File: src/rtl/hslp_mul_pipe.sv
// Three-stage hybrid-segment approximate unsigned multiplier with a valid/ready stream on both sides.
// Optional build macro ERR_STAT_EN adds an aligned exact product (o_exact) and a saturating error counter (o_err_cnt).
module hslp_mul_pipe #(
  parameter int W         = 8,
  parameter int APX_TRUNC = 2
) (
  input  logic             clk,
  input  logic             rst_n,
  input  logic             i_valid,
  output logic             i_ready,
  input  logic [W-1:0]     i_a,
  input  logic [W-1:0]     i_b,
  input  logic             i_apx,
  output logic             o_valid,
  input  logic             o_ready,
  output logic [2*W-1:0]   o_prod,
  output logic             o_apx
`ifdef ERR_STAT_EN
  ,
  output logic [2*W-1:0]   o_exact,
  output logic [15:0]      o_err_cnt
`endif
);

  localparam int SEG   = W / 4;
  localparam int NSP   = SEG * SEG;
  localparam int NTIER = 2 * SEG - 1;
  localparam int PW    = 2 * W;
  localparam logic [7:0] TRUNC_MASK = 8'(8'hFF << APX_TRUNC);

  // Sums sub-products per weight tier first, then combines the tiers.
  function automatic logic [PW-1:0] tier_sum(input logic [NSP-1:0][7:0] sp);
    logic [NTIER-1:0][PW-1:0] tier;
    logic [PW-1:0]            sum;
    tier = '0;
    sum  = '0;
    for (int i = 0; i < SEG; i++) begin
      for (int j = 0; j < SEG; j++) begin
        tier[i+j] = tier[i+j] + PW'(sp[i*SEG+j]);
      end
    end
    for (int t = 0; t < NTIER; t++) begin
      sum = sum + (tier[t] << (4 * t));
    end
    return sum;
  endfunction

  logic adv;

  logic [W-1:0]         a_q, a_d, b_q, b_d;
  logic                 apx1_q, apx1_d, v1_q, v1_d;

  logic [NSP-1:0][7:0]  sp_raw, sp_new;
  logic [NSP-1:0][7:0]  sp_q, sp_d;
  logic                 apx2_q, apx2_d, v2_q, v2_d;

  logic [PW-1:0]        prod_q, prod_d;
  logic                 apx3_q, apx3_d, v3_q, v3_d;

  assign adv     = ~v3_q | o_ready;
  assign i_ready = adv;
  assign o_valid = v3_q;
  assign o_prod  = prod_q;
  assign o_apx   = apx3_q;

  always_comb begin
    sp_raw = '0;
    sp_new = '0;
    for (int i = 0; i < SEG; i++) begin
      for (int j = 0; j < SEG; j++) begin
        sp_raw[i*SEG+j] = 8'(a_q[4*i +: 4]) * 8'(b_q[4*j +: 4]);
        // Only the low-weight tiers are truncated; higher tiers stay exact.
        if (apx1_q && ((i + j) < (SEG - 1))) begin
          sp_new[i*SEG+j] = sp_raw[i*SEG+j] & TRUNC_MASK;
        end else begin
          sp_new[i*SEG+j] = sp_raw[i*SEG+j];
        end
      end
    end
  end

  always_comb begin
    a_d    = a_q;
    b_d    = b_q;
    apx1_d = apx1_q;
    v1_d   = v1_q;
    sp_d   = sp_q;
    apx2_d = apx2_q;
    v2_d   = v2_q;
    prod_d = prod_q;
    apx3_d = apx3_q;
    v3_d   = v3_q;
    if (adv) begin
      a_d    = i_a;
      b_d    = i_b;
      apx1_d = i_apx;
      v1_d   = i_valid;
      sp_d   = sp_new;
      apx2_d = apx1_q;
      v2_d   = v1_q;
      prod_d = tier_sum(sp_q);
      apx3_d = apx2_q;
      v3_d   = v2_q;
    end
  end

  always_ff @(posedge clk or negedge rst_n) begin
    if (!rst_n) begin
      a_q    <= '0;
      b_q    <= '0;
      apx1_q <= 1'b0;
      v1_q   <= 1'b0;
      sp_q   <= '0;
      apx2_q <= 1'b0;
      v2_q   <= 1'b0;
      prod_q <= '0;
      apx3_q <= 1'b0;
      v3_q   <= 1'b0;
    end else begin
      a_q    <= a_d;
      b_q    <= b_d;
      apx1_q <= apx1_d;
      v1_q   <= v1_d;
      sp_q   <= sp_d;
      apx2_q <= apx2_d;
      v2_q   <= v2_d;
      prod_q <= prod_d;
      apx3_q <= apx3_d;
      v3_q   <= v3_d;
    end
  end

`ifdef ERR_STAT_EN
  logic [NSP-1:0][7:0]  spx_q, spx_d;
  logic [PW-1:0]        exact_q, exact_d;
  logic [15:0]          err_q, err_d;

  assign o_exact   = exact_q;
  assign o_err_cnt = err_q;

  always_comb begin
    spx_d   = spx_q;
    exact_d = exact_q;
    err_d   = err_q;
    if (adv) begin
      spx_d   = sp_raw;
      exact_d = tier_sum(spx_q);
    end
    if (v3_q && o_ready && (prod_q != exact_q) && (err_q != 16'hFFFF)) begin
      err_d = err_q + 16'd1;
    end
  end

  always_ff @(posedge clk or negedge rst_n) begin
    if (!rst_n) begin
      spx_q   <= '0;
      exact_q <= '0;
      err_q   <= '0;
    end else begin
      spx_q   <= spx_d;
      exact_q <= exact_d;
      err_q   <= err_d;
    end
  end
`endif

endmodule

File: config.mk
export PLATFORM = sky130hd
export DESIGN_NAME = hslp_mul_pipe
export DESIGN_NICKNAME = d
export VERILOG_FILES = /design/src/rtl/hslp_mul_pipe.sv
export SDC_FILE = /design/constraint.sdc
export NUM_CORES = 1
export LEC_CHECK = 0
export BUFFER_PORTS_ARGS = -buffer_cell sky130_fd_sc_hd__buf_2
export CAP_MARGIN = 20
export CORE_MARGIN = 2
export CORE_UTILIZATION = 55
export CTS_CLUSTER_DIAMETER = 40
export DETAILED_ROUTE_END_ITERATION = 8
export HOLD_SLACK_MARGIN = 0.1
export PLACE_DENSITY_LB_ADDON = 0.05
export SLEW_MARGIN = 10
export SYNTH_ARGS = -nofsm -noshare
export SYNTH_HDL_FRONTEND = slang
export SYNTH_SLANG_ARGS = --single-unit
File: constraint.sdc
create_clock -name clk -period 4.1 [get_ports clk]
set_clock_uncertainty 0.1 [all_clocks]
set_input_delay 0.82 -clock clk [delete_from_list [all_inputs] [get_ports clk]]
set_output_delay 0.82 -clock clk [all_outputs]
set_load 0.005 [all_outputs]
# After elaboration in Yosys (flattened, before gate mapping)
# Cells that the tools add are included.
op_classes:
  n_addsub: 3
  multipliers: 4
  mux: 1
  n_bitwise: 2
ops:
  columns: ["op", "n"]
  rows:
  - ["4-bit by 4-bit multiplier with 8-bit output", 4]
  - ["14-bit by 16-bit adder with 16-bit output", 1]
  - ["8-bit by 13-bit adder with 14-bit output", 1]
  - ["8-bit by 8-bit adder with 9-bit output", 1]
  - ["2-bit 2-to-1 mux", 1]
  - ["1-bit inverter", 1]
  - ["1-bit bitwise OR", 1]
word_totals:
  regBits: 70
  elab_cells: 23

# Depth between registers and ports, before layout
# Gate-level depths: netlist of the first run.
logic_depth:
  word_depth: 3
  depth_mapped: 14
  ltp_nobuf: 14

# Worst setup path before layout of the first run
# OpenSTA, ideal clock, no wires.
synth_path:
  path_kind: "flip-flop to flip-flop"
  startpoint: "register a_q[0]"
  endpoint: "register sp_q[15] in the netlist's numbering"
  setup_time_ns: 0.133
  arrival_ns: 2.747
  required_time_ns: 3.867
  path_slack_ns: 1.120
  stages_incl_launch_ff: 12
  path_buffers: 1
  synth_period_minus_slack_ns: 2.980
  path_cell_list: "dfrtp_1 > clkbuf_1 > nand2_1 > fa_1 > inv_1 > fa_1 > ha_1 > a21o_1 > a31o_2 > a21oi_1 > xor2_1 > o21ai_0"
synth_via:
  elab_chain_len: 1
synth_lines:
  columns: ["element", "line", "source"]
  rows:
  - ["start, declared", "50", "logic [W-1:0] a_q, a_d, b_q, b_d;"]
  - ["start signal, assigned", "109", "a_q <= '0;"]
  - ["start signal, assigned", "120", "a_q <= a_d;"]
  - ["4-bit by 4-bit multiplier with 8-bit output", "71", "sp_raw[i*SEG+j] = 8'(a_q[4*i +: 4]) * 8'(b_q[4*j +: 4]);"]
  - ["end signal, assigned", "124", "sp_q <= sp_d;"]
  - ["end, declared", "54", "logic [NSP-1:0][7:0] sp_q, sp_d;"]
# No other way between the ends.
# A chain may end at the register's enable or synchronous reset.

# Worst setup path after layout of the first run
layout_path:
  startpoint: "register sp_q[16] in the netlist's numbering"
  endpoint: "register prod_q[15] (netlist: o_prod[15])"
layout_via:
  elab_chain_len: 3
layout_lines:
  columns: ["element", "line", "source"]
  rows:
  - ["8-bit by 8-bit adder with 9-bit output", "39", "tier[i+j] = tier[i+j] + PW'(sp[i*SEG+j]);"]
  - ["8-bit by 13-bit adder with 14-bit output", "43", "sum = sum + (tier[t] << (4 * t));"]
  - ["14-bit by 16-bit adder with 16-bit output", "43", null]
  - ["end signal, assigned", "127", "prod_q <= prod_d;"]
  - ["end, declared", "57", "logic [PW-1:0] prod_q, prod_d;"]
# No other way between the ends.

==> results.json, run 1 <==
{
  "status": "finished, final reports clean",
  "switching_share_pct": 44.6,
  "fin_crit_ns": 3.29,
  "leakage_nw": 3.01,
  "worst_pin_slew_ns": 0.886,
  "power.density_mw_per_mm2": 759,
  "place_congestion": 0.819,
  "clock_sinks": 70,
  "worstPathArrival_ns": 3.42,
  "ys_seq_area_share_pct": 35.0,
  "antenna_found_initial": 0,
  "finalNetCount": 700,
  "grt_pass1_wl_mm": 17.8,
  "cp-start-kind": "register",
  "power_frac_comb_pct": 59.0,
  "drtAntennaViolNets": 0,
  "place_area_mm2": 0.00530,
  "post_cts_buffers": 0,
  "tns_ns": 0,
  "ir_drop_v": 0.000277,
  "end_kind": "register",
  "slew_violations": 0,
  "crit_chain": "ha_1 > inv_1 > fa_1 > nor2b_1 > o21ai_0 > a21boi_0 > o21ai_0 > a21oi_1 > ha_1 > a21oi_1 > nor3_1 > a21oi_1 > a21oi_1 > or3_1",
  "ys_types": 44,
  "hp-class": "register to register",
  "vias": 3785,
  "postLayoutCellArea_mm2": 0.00547,
  "rsz0062_at_grt": "false",
  "p_switching_mw": 1.85,
  "cts_resized": 0,
  "slowest_delay_ns": 0.41,
  "rr_worst_depth": 14,
  "cp.required_ns": 4.23,
  "maxSlewHeadroom_pct": 40.9,
  "cts_root_buffer": "clkbuf_8",
  "chipWidth_um": 99.4,
  "ys_ff_latch": 70,
  "path_class": "register to register",
  "hold_depth": 2,
  "path_buf_inv": 1,
  "finalWirelength_mm": 10.0,
  "async_flop_share_pct": 100,
  "antenna_cells": 0,
  "pin_count": 40,
  "clock_path_buffers": 2,
  "path_common_cell": "a21oi_1",
  "drive_gt1_share_pct": 11.5,
  "drtIter0Drc": 152,
  "crit_slowest_cell": "fa_1",
  "drtPass1Iterations": 4,
  "netlist.area_leader.share_pct": 35.0,
  "cts_buffers": 9,
  "place_hpwl_mm": 7.19,
  "synth_top_area_cell": "dfrtp_1",
  "grt_pass1_vias": 3775,
  "synth_flop_cell": "dfrtp_1",
  "fillCellCount": 773,
  "cts_tree": "done",
  "area_growth_pct": 9.19,
  "cts_hold_buffers": 0,
  "fin_crit_sh_pct": 80.4,
  "h-tree-depth": 3,
  "intPower_mw": 2.30,
  "crit_family": "compound AO/OA/AOI/OAI gates",
  "hold_violations": 0,
  "netlist_area_mm2": 0.00501,
  "insertion_delay_ns": 0.35,
  "fmax_mhz": 304,
  "clkPwrFrac_pct": 12.0,
  "groute.usage.overall_pct": 22.5,
  "syn_avg_cell_area_um2": 8.98,
  "seqPwrFrac_pct": 29.0,
  "wl_per_cell_um": 14.2,
  "clk_pin_slew_ns": 0.07,
  "routed_via_density": 5.35,
  "grt_remaining_overflow": 0,
  "path_max_fanout": 4,
  "reg2reg_slack_ns": 0.81,
  "max_cap_violations": 0,
  "drc": 0,
  "syn_nets": 664,
  "core_mm2": 0.00876,
  "start_util_pct": 57.2,
  "yosys-top-cells-area": "dfrtp_1 (35%), ha_1 (17%), nand2_1 (11%)",
  "yosys_warnings": 0,
  "cp_num_cells": 14,
  "setup_viol": 0,
  "die_area_mm2": 0.00989,
  "syn_inst": 558,
  "port_buffers": 39,
  "grt_start_max_net_pins": 78,
  "synth-edff-count": 0,
  "rows": 34,
  "fp.dieH_um": 99.4
}
-- layout by cell type, fill, tap and decap left out, drive strengths merged --
cell     count
and2        46
o21ai       19
and4         1
buf         42
nand2      142
nor4b        1
a211o        1
o22ai        1
nand2b       2
o31ai        3
o211ai       3
nand3        4
a21boi       1
nor3         3
a21o        15
dfrtp       70
or2          1
a31oi        1
xnor2        7
a21oi       41
a221o        1
nor2b        2
nor4         1
a311oi       1
or3          1
fa          18
mux2i        1
and3         2
nand4        1
o2111ai      1
nor2        22
nand3b       1
clkinv       5
clkbuf      11
nor3b        2
inv         32
ha          67
a31o         4
xor2        20
a211oi       2
-- synthesized netlist by cell type, drive strengths merged (2+ instances only) --
cell	number
a211oi	2
a21o	15
a21oi	41
a31o	4
and2	46
and3	2
buf	8
clkbuf	9
dfrtp	70
fa	18
ha	67
inv	32
nand2	142
nand2b	2
nand3	4
nor2	22
nor2b	2
nor3	3
nor3b	2
o211ai	3
o21ai	19
o31ai	3
xnor2	7
xor2	20
-- stage by stage --
stage / worst slack (ns) / std cells / total power, mW / hold WS (ns) / util [%]
floorplan: 1.12 / 558 / 3.08 / 0.330 / -
global placement: 0.962 / 691 / 3.60 / 0.345 / 60.5
detailed placement: 0.835 / 691 / 3.67 / 0.350 / 60.5
CTS: 0.797 / 707 / 4.20 / 0.369 / 62.4
global route: 0.548 / 707 / 4.64 / 0.398 / 62.4
finish: 0.805 / 707 / 4.15 / 0.364 / 62.4
-- flip-flops by register name (all words and copies together) (netlist names) --
signal	count
apx2_q	1
v2_q	1
o_prod	16
a_q	8
v1_q	1
sp_q	32
o_valid	1
apx1_q	1
b_q	8
o_apx	1
-- layout make-up --
type	instances	area, µm²	share of cell area (%)
inverter	32	120	2.20
sequential	70	1750	32.0
clock buffer	11	141	2.59
tap	108	135	2.47
multi-input combinational	439	3080	56.3
clock inverter	5	25.0	0.458
timing repair buffer	42	218	3.98
-- worst register-to-register path, cell delays in order, from the launching register on --
cell and delay [ns]:
dfrtp_1 0.36, ha_1 0.17, inv_1 0.06, fa_1 0.41, nor2b_1 0.12, o21ai_0 0.10
a21boi_0 0.26, o21ai_0 0.11, a21oi_1 0.24, ha_1 0.31, a21oi_1 0.29, nor3_1 0.11
a21oi_1 0.14, a21oi_1 0.07, or3_1 0.33
-- worst paths after layout --
path	end	from
min	o_prod[2]$_DFFE_PN0P_	o_prod[2]$_DFFE_PN0P_
max reg2reg	o_prod[15]$_DFFE_PN0P_	sp_q[16]$_DFFE_PN0P_
max in group asynchronous	sp_q[8]$_DFFE_PN0P_	rst_n
min reg2reg	o_prod[2]$_DFFE_PN0P_	o_prod[2]$_DFFE_PN0P_
max	o_prod[15]$_DFFE_PN0P_	sp_q[16]$_DFFE_PN0P_
min in group asynchronous	sp_q[30]$_DFFE_PN0P_	rst_n
-- power by group through the flow --
stage | Combinational, mW | Clock, mW | Sequential (mW)
2_1_floorplan | 1.93 | 0 | 1.15
3_3_place_gp | 2.38 | 0 | 1.21
3_5_place_dp | 2.45 | 0 | 1.22
4_1_cts | 2.48 | 0.515 | 1.21
5_1_grt | 2.85 | 0.539 | 1.26
6_report | 2.45 | 0.498 | 1.21
-- metal layers --
layer,track usage (%),up-vias,routed length (µm)
met2,39.1,58,4900
met3,3.65,11,283
met1,29.2,1795,4740
met5,0,-,0
li1,-,1921,-
met4,6.11,0,116
-- cells by family (layout without fill, tap and decap cells) --
family	count (synthesis)	after routing	share of synthesized area (%)
AND/OR/NAND/NOR	232	232	20.8
adder cells (fa/ha/maj)	85	85	23.9
multiplexers	1	1	0.200
AO/OA/AOI/OAI	94	94	11.6
buffers and inverters	49	90	3.72
flip-flops	70	70	35.0
XOR/XNOR	27	27	4.72
Power figures use the tool's default switching activity.
==> run 2: changes to the inputs <==
--- a/config.mk
+++ b/config.mk
@@ -5,6 +5,7 @@
 export SDC_FILE = /design/constraint.sdc
 export NUM_CORES = 1
 export LEC_CHECK = 0
+export ABC_AREA = 1
 export BUFFER_PORTS_ARGS = -buffer_cell sky130_fd_sc_hd__buf_2
 export CAP_MARGIN = 20
 export CORE_MARGIN = 2
==> constraint.sdc (replaced) <==
create_clock -name clk -period 3 [get_ports clk]
set_clock_uncertainty 0.1 [all_clocks]
set_input_delay 0.6 -clock clk [delete_from_list [all_inputs] [get_ports clk]]
set_output_delay 0.6 -clock clk [all_outputs]
set_load 0.005 [all_outputs]
==> results.json, run 2 <==
{
  "drive_gt1_share_pct": 12.8,
  "clock_path_buffers": 2,
  "vias": 4332,
  "drtIter0Drc": 175,
  "rr_worst_depth": 11,
  "area_growth_pct": 11.8,
  "synth_top_area_cell": "dfrtp_1",
  "regMostFlops": "sp_q",
  "async_flop_share_pct": 100,
  "clock_sinks": 70,
  "synth-edff-count": 0,
  "hold_ws_ns": 0.177,
  "drtPass1Iterations": 4,
  "reg2reg_slack_ns": 0.14,
  "netlist_area_mm2": 0.00534,
  "end_kind": "register",
  "cts_hold_buffers": 0,
  "rows": 35,
  "grt_start_max_net_pins": 79,
  "ir_drop_v": 0.000477,
  "port_buffers": 39,
  "ys_seq_area_share_pct": 32.8,
  "leakage_nw": 3.63,
  "max_cap_violations": 0,
  "groute.usage.overall_pct": 23.4,
  "fmax_mhz": 350,
  "slew_violations": 0,
  "r2r_start": "b_q[3]$_DFFE_PN0P_",
  "status": "finished, final reports clean",
  "die_area_mm2": 0.0105,
  "cp.required_ns": 3.14,
  "wl_per_cell_um": 12.5,
  "postLayoutCellArea_mm2": 0.00597,
  "clkPwrFrac_pct": 12.4,
  "worstPathArrival_ns": 2.99,
  "ys_types": 30,
  "fp.dieH_um": 103,
  "finalNetCount": 859,
  "worst_pin_slew_ns": 0.698,
  "drtAntennaViolNets": 0,
  "netlist.area_leader.share_pct": 32.8,
  "cts_buffers": 9,
  "pin_count": 40,
  "place_congestion": 0.888,
  "synth_commonest_cells": "nand2_1 (264), inv_1 (115), dfrtp_1 (70)",
  "yosys-top-cells-area": "dfrtp_1 (33%), nand2_1 (19%), ha_1 (16%)",
  "largest_reg_flops": 32,
  "fin_crit_sh_pct": 95.2,
  "hold_violations": 0,
  "syn_avg_cell_area_um2": 7.49,
  "core_mm2": 0.00933,
  "crit_end": "sp_q[6]$_DFFE_PN0P_",
  "cts_tree": "done",
  "h-tree-depth": 3,
  "chipWidth_um": 103,
  "setup_viol": 0,
  "cp-start-kind": "register",
  "final_util_pct": 64.0,
  "seqPwrFrac_pct": 27.5,
  "syn_nets": 818,
  "power_frac_comb_pct": 60.1,
  "finalWirelength_mm": 11.1,
  "intPower_mw": 3.08,
  "synth_flop_cell": "dfrtp_1",
  "antenna_cells": 0,
  "start_util_pct": 57.2,
  "p_switching_mw": 2.79,
  "grt_pass1_vias": 4275,
  "drc": 0,
  "crit_start": "b_q[3]$_DFFE_PN0P_",
  "antenna_found_initial": 0,
  "insertion_delay_ns": 0.36,
  "path_class": "register to register",
  "path_max_fanout": 3,
  "mostFrequentLayoutCell": "nand2_1",
  "tns_ns": 0,
  "switching_share_pct": 47.6,
  "syn_inst": 712,
  "ys_ff_latch": 70,
  "yosys_warnings": 0,
  "clk_pin_slew_ns": 0.09,
  "power.density_mw_per_mm2": 984,
  "mostFrequentLayoutCells": "nand2_1 (263), inv_1 (114), ha_1 (66)",
  "grt_remaining_overflow": 0,
  "fin_crit_ns": 2.86,
  "place_hpwl_mm": 8.40,
  "hp-class": "primary input to async pin",
  "place_area_mm2": 0.00572,
  "cts_root_buffer": "clkbuf_8",
  "maxSlewHeadroom_pct": 53.5,
  "r2r_end": "sp_q[6]$_DFFE_PN0P_",
  "routed_via_density": 4.88,
  "grt_pass1_wl_mm": 19.1,
  "synth_most_common_cell": "nand2_1"
}
run 2: through the flow:
stage | total power [mW] | std cells | worst slack, ns
after detailed placement | 5.08 | 866 | -0.0235
after CTS | 5.85 | 883 | 0.00300
after global routing | 6.61 | 887 | -0.000454
final | 5.87 | 887 | 0.144
after global placement | 5.01 | 866 | 0.0587
after floorplan | 4.21 | 712 | 0.00257
run 2: worst min path at each step:
stage	from	end	slack, ns
after floorplan	rst_n	a_q[0]$_DFFE_PN0P_	0.20
after global placement	v2_q$_DFFE_PN0P_	o_valid$_DFFE_PN0P_	0.35
after detailed placement	v2_q$_DFFE_PN0P_	o_valid$_DFFE_PN0P_	0.35
after CTS	rst_n	sp_q[10]$_DFFE_PN0P_	0.19
after global routing	rst_n	o_prod[3]$_DFFE_PN0P_	0.20
final	rst_n	sp_q[2]$_DFFE_PN0P_	0.18
run 2: cell type report:
type | instances | area (µm²)
Inverter | 116 | 435
Tap cell | 129 | 161
Clock inverter | 7 | 57.6
Fill cell | 843 | 3360
Clock buffer | 9 | 124
Sequential cell | 70 | 1760
Multi-Input combinational cell | 496 | 3050
Timing Repair Buffer | 60 | 378
run 2: power by group through the flow:
| stage | Combinational (mW) | Sequential, mW | Clock [mW] |
|---|---|---|---|
| CTS | 3.50 | 1.61 | 0.746 |
| floorplan | 2.72 | 1.49 | 0 |
| global route | 4.17 | 1.66 | 0.783 |
| global placement | 3.40 | 1.61 | 0 |
| finish | 3.53 | 1.61 | 0.730 |
| detailed placement | 3.45 | 1.63 | 0 |
run 2: layer usage:
metal,share of wire (%),GRT usage (%)
met5,0,0
met3,3.6,2.92
met2,46,39.3
met4,1.5,7.38
met1,49,31.7
run 2: logic make-up (layout without fill, tap and decap cells):
kind of cell	count (synthesis)	count (layout)	synth area share, %
flops	70	70	32.8
fa+ha+maj	85	85	22.5
buf+inv	146	192	10.4
compound gates	62	62	6.38
xor+xnor	17	17	2.79
simple gates	332	332	25.1
run 2: critical path, cell delays in order, from the launching register on:
cell     delay [ns]
dfrtp_1        0.41
nand2_1        0.10
fa_1           0.54
inv_1          0.06
fa_1           0.59
inv_1          0.07
fa_1           0.46
inv_1          0.08
nand3_1        0.06
nand2_1        0.08
xnor2_1        0.10
o21ai_0        0.08
run 2: timing repair:
action | CTS | global route
hold endpoints to repair | 0 | 0
pin swaps | 0 | 3
setup endpoints to repair | 1 | 7
gates resized for setup | 2 | 15
setup buffers | 1 | 4
==> run 3: changes to the inputs <==
--- a/config.mk
+++ b/config.mk
@@ -14,6 +14,7 @@
 export DETAILED_ROUTE_END_ITERATION = 8
 export HOLD_SLACK_MARGIN = 0.1
 export PLACE_DENSITY_LB_ADDON = 0.05
+export RECOVER_POWER = 25
 export SLEW_MARGIN = 10
 export SYNTH_ARGS = -nofsm -noshare
 export SYNTH_HDL_FRONTEND = slang
==> results.json, run 3 (synthesis results as in run 2) <==
{
  "chipWidth_um": 103,
  "wl_per_cell_um": 12.5,
  "cp-start-kind": "register",
  "largest_reg_flops": 32,
  "fillCellCount": 845,
  "rows": 35,
  "hold_violations": 0,
  "status": "finished with violations",
  "cts_root_buffer": "clkbuf_8",
  "fmax_mhz": 350,
  "antenna_found_initial": 0,
  "cts_buffers": 9,
  "fp.dieH_um": 103,
  "end_kind": "register",
  "clock_sinks": 70,
  "antenna_cells": 0,
  "grt_start_max_net_pins": 79,
  "path_class": "register to register",
  "regMostFlops": "sp_q",
  "post-place-ws_ns": -0.0235,
  "power.density_mw_per_mm2": 986,
  "die_area_mm2": 0.0105,
  "cts_tree": "done",
  "groute.usage.overall_pct": 23.4,
  "max_cap_violations": 1,
  "setup_viol": 0,
  "start_util_pct": 57.2,
  "hp-class": "primary input to register",
  "place_area_mm2": 0.00572,
  "slew_violations": 30,
  "core_mm2": 0.00933,
  "fin_crit_sh_pct": 95.2,
  "pin_count": 40,
  "worstPathArrival_ns": 2.99,
  "worst_pin_slew_ns": 1.59,
  "vias": 4336,
  "routed_via_density": 4.89,
  "place_hpwl_mm": 8.40,
  "cp.required_ns": 3.14,
  "clk_pin_slew_ns": 0.09,
  "fin_crit_ns": 2.86,
  "clock_path_buffers": 2,
  "violations": "capacitance limit, slew limit",
  "port_buffers": 39,
  "seq_area_mm2": 0.00176,
  "area_growth_pct": 11.5,
  "mostFrequentLayoutCells": "nand2_1 (263), inv_1 (114), ha_1 (66)",
  "grt_pass1_vias": 4275,
  "leakage_nw": 3.62,
  "postLayoutCellArea_mm2": 0.00595,
  "finalWorstSetupSlack_ns": 0.143,
  "maxSlewHeadroom_pct": -6.24,
  "cts_hold_buffers": 0,
  "insertion_delay_ns": 0.36,
  "grt_remaining_overflow": 0,
  "ir_drop_v": 0.000477,
  "grt_pass1_wl_mm": 19.1,
  "drtAntennaViolNets": 0,
  "finalWirelength_mm": 11.1,
  "mostFrequentLayoutCell": "nand2_1",
  "drive_gt1_share_pct": 12.7,
  "path_max_fanout": 3,
  "hold_ws_ns": 0.328,
  "drtPass1Iterations": 4,
  "h-tree-depth": 3,
  "place_congestion": 0.888,
  "finalNetCount": 859,
  "drc": 0,
  "drtIter0Drc": 175,
  "multi_input_area_mm2": 0.00305
}
run 3: cell types whose count changed in the layout (fill, tap and decap cells not counted), sizes merged:
| cell | change |
|---|---|
| clkbuf | +2 |
| buf | -2 |
run 3: metal layers:
layer	track usage (%)	up-vias	part of all wire, %
met5	0	-	0
met4	7.38	0	1.5
met3	2.92	13	3.6
met2	39.3	73	46
met1	31.7	1965	49
li1	-	2285	-
run 3: worst max-delay path, cell delays in order, from the launching register on:
cell and delay (ns):
dfrtp_1 0.41, nand2_1 0.10, fa_1 0.54, inv_1 0.06, fa_1 0.59, inv_1 0.07, fa_1 0.46, inv_1 0.08
nand3_1 0.06, nand2_1 0.08, xnor2_1 0.10, o21ai_0 0.08
run 3: timing repair:
action | CTS | global route
pin swaps | 0 | 3
gates resized for setup | 2 | 15
endpoints found under the setup margin | 1 | 7
gates cloned | 0 | 0
buffers inserted | 1 | 4
run 3: layout make-up:
type / count / area share [%]
Multi-Input combinational cell: 496 / 51.2
Inverter: 116 / 7.32
Sequential cell: 70 / 29.6
Tap cell: 129 / 2.71
Clock buffer: 9 / 2.08
Timing Repair Buffer: 60 / 6.08
Clock inverter: 7 / 0.967
run 3: power breakdown:
part	switching [mW]	internal [mW]	total, mW
combinational	2.08	1.44	3.53
sequential	0.291	1.32	1.61
clock	0.419	0.311	0.730
run 3: path summary, 6_finish.rpt:
check                              startpoint                     to  slack [ns]  cells after the start
max in group asynchronous               rst_n   sp_q[15]$_DFFE_PN0P_        0.51                      2
max reg2reg                b_q[3]$_DFFE_PN0P_    sp_q[6]$_DFFE_PN0P_        0.14                     11
min in group asynchronous               rst_n  o_prod[3]$_DFFE_PN0P_        0.52                      1
min                                    i_b[1]     b_q[1]$_DFFE_PN0P_        0.33                      3
min reg2reg                  v2_q$_DFFE_PN0P_    o_valid$_DFFE_PN0P_        0.37                      2
max                        b_q[3]$_DFFE_PN0P_    sp_q[6]$_DFFE_PN0P_        0.14                     11
run 3: metrics by stage:
step                      instances  util [%]  power, mW  setup TNS [ns]
after floorplan                 712         -       4.21               0
after global placement          866      61.3       5.01               0
after detailed placement        866      61.3       5.08         -0.0235
after CTS                       883      63.4       5.85               0
after global routing            887      63.8       6.61       -0.000454
final                           887      63.8       5.87               0
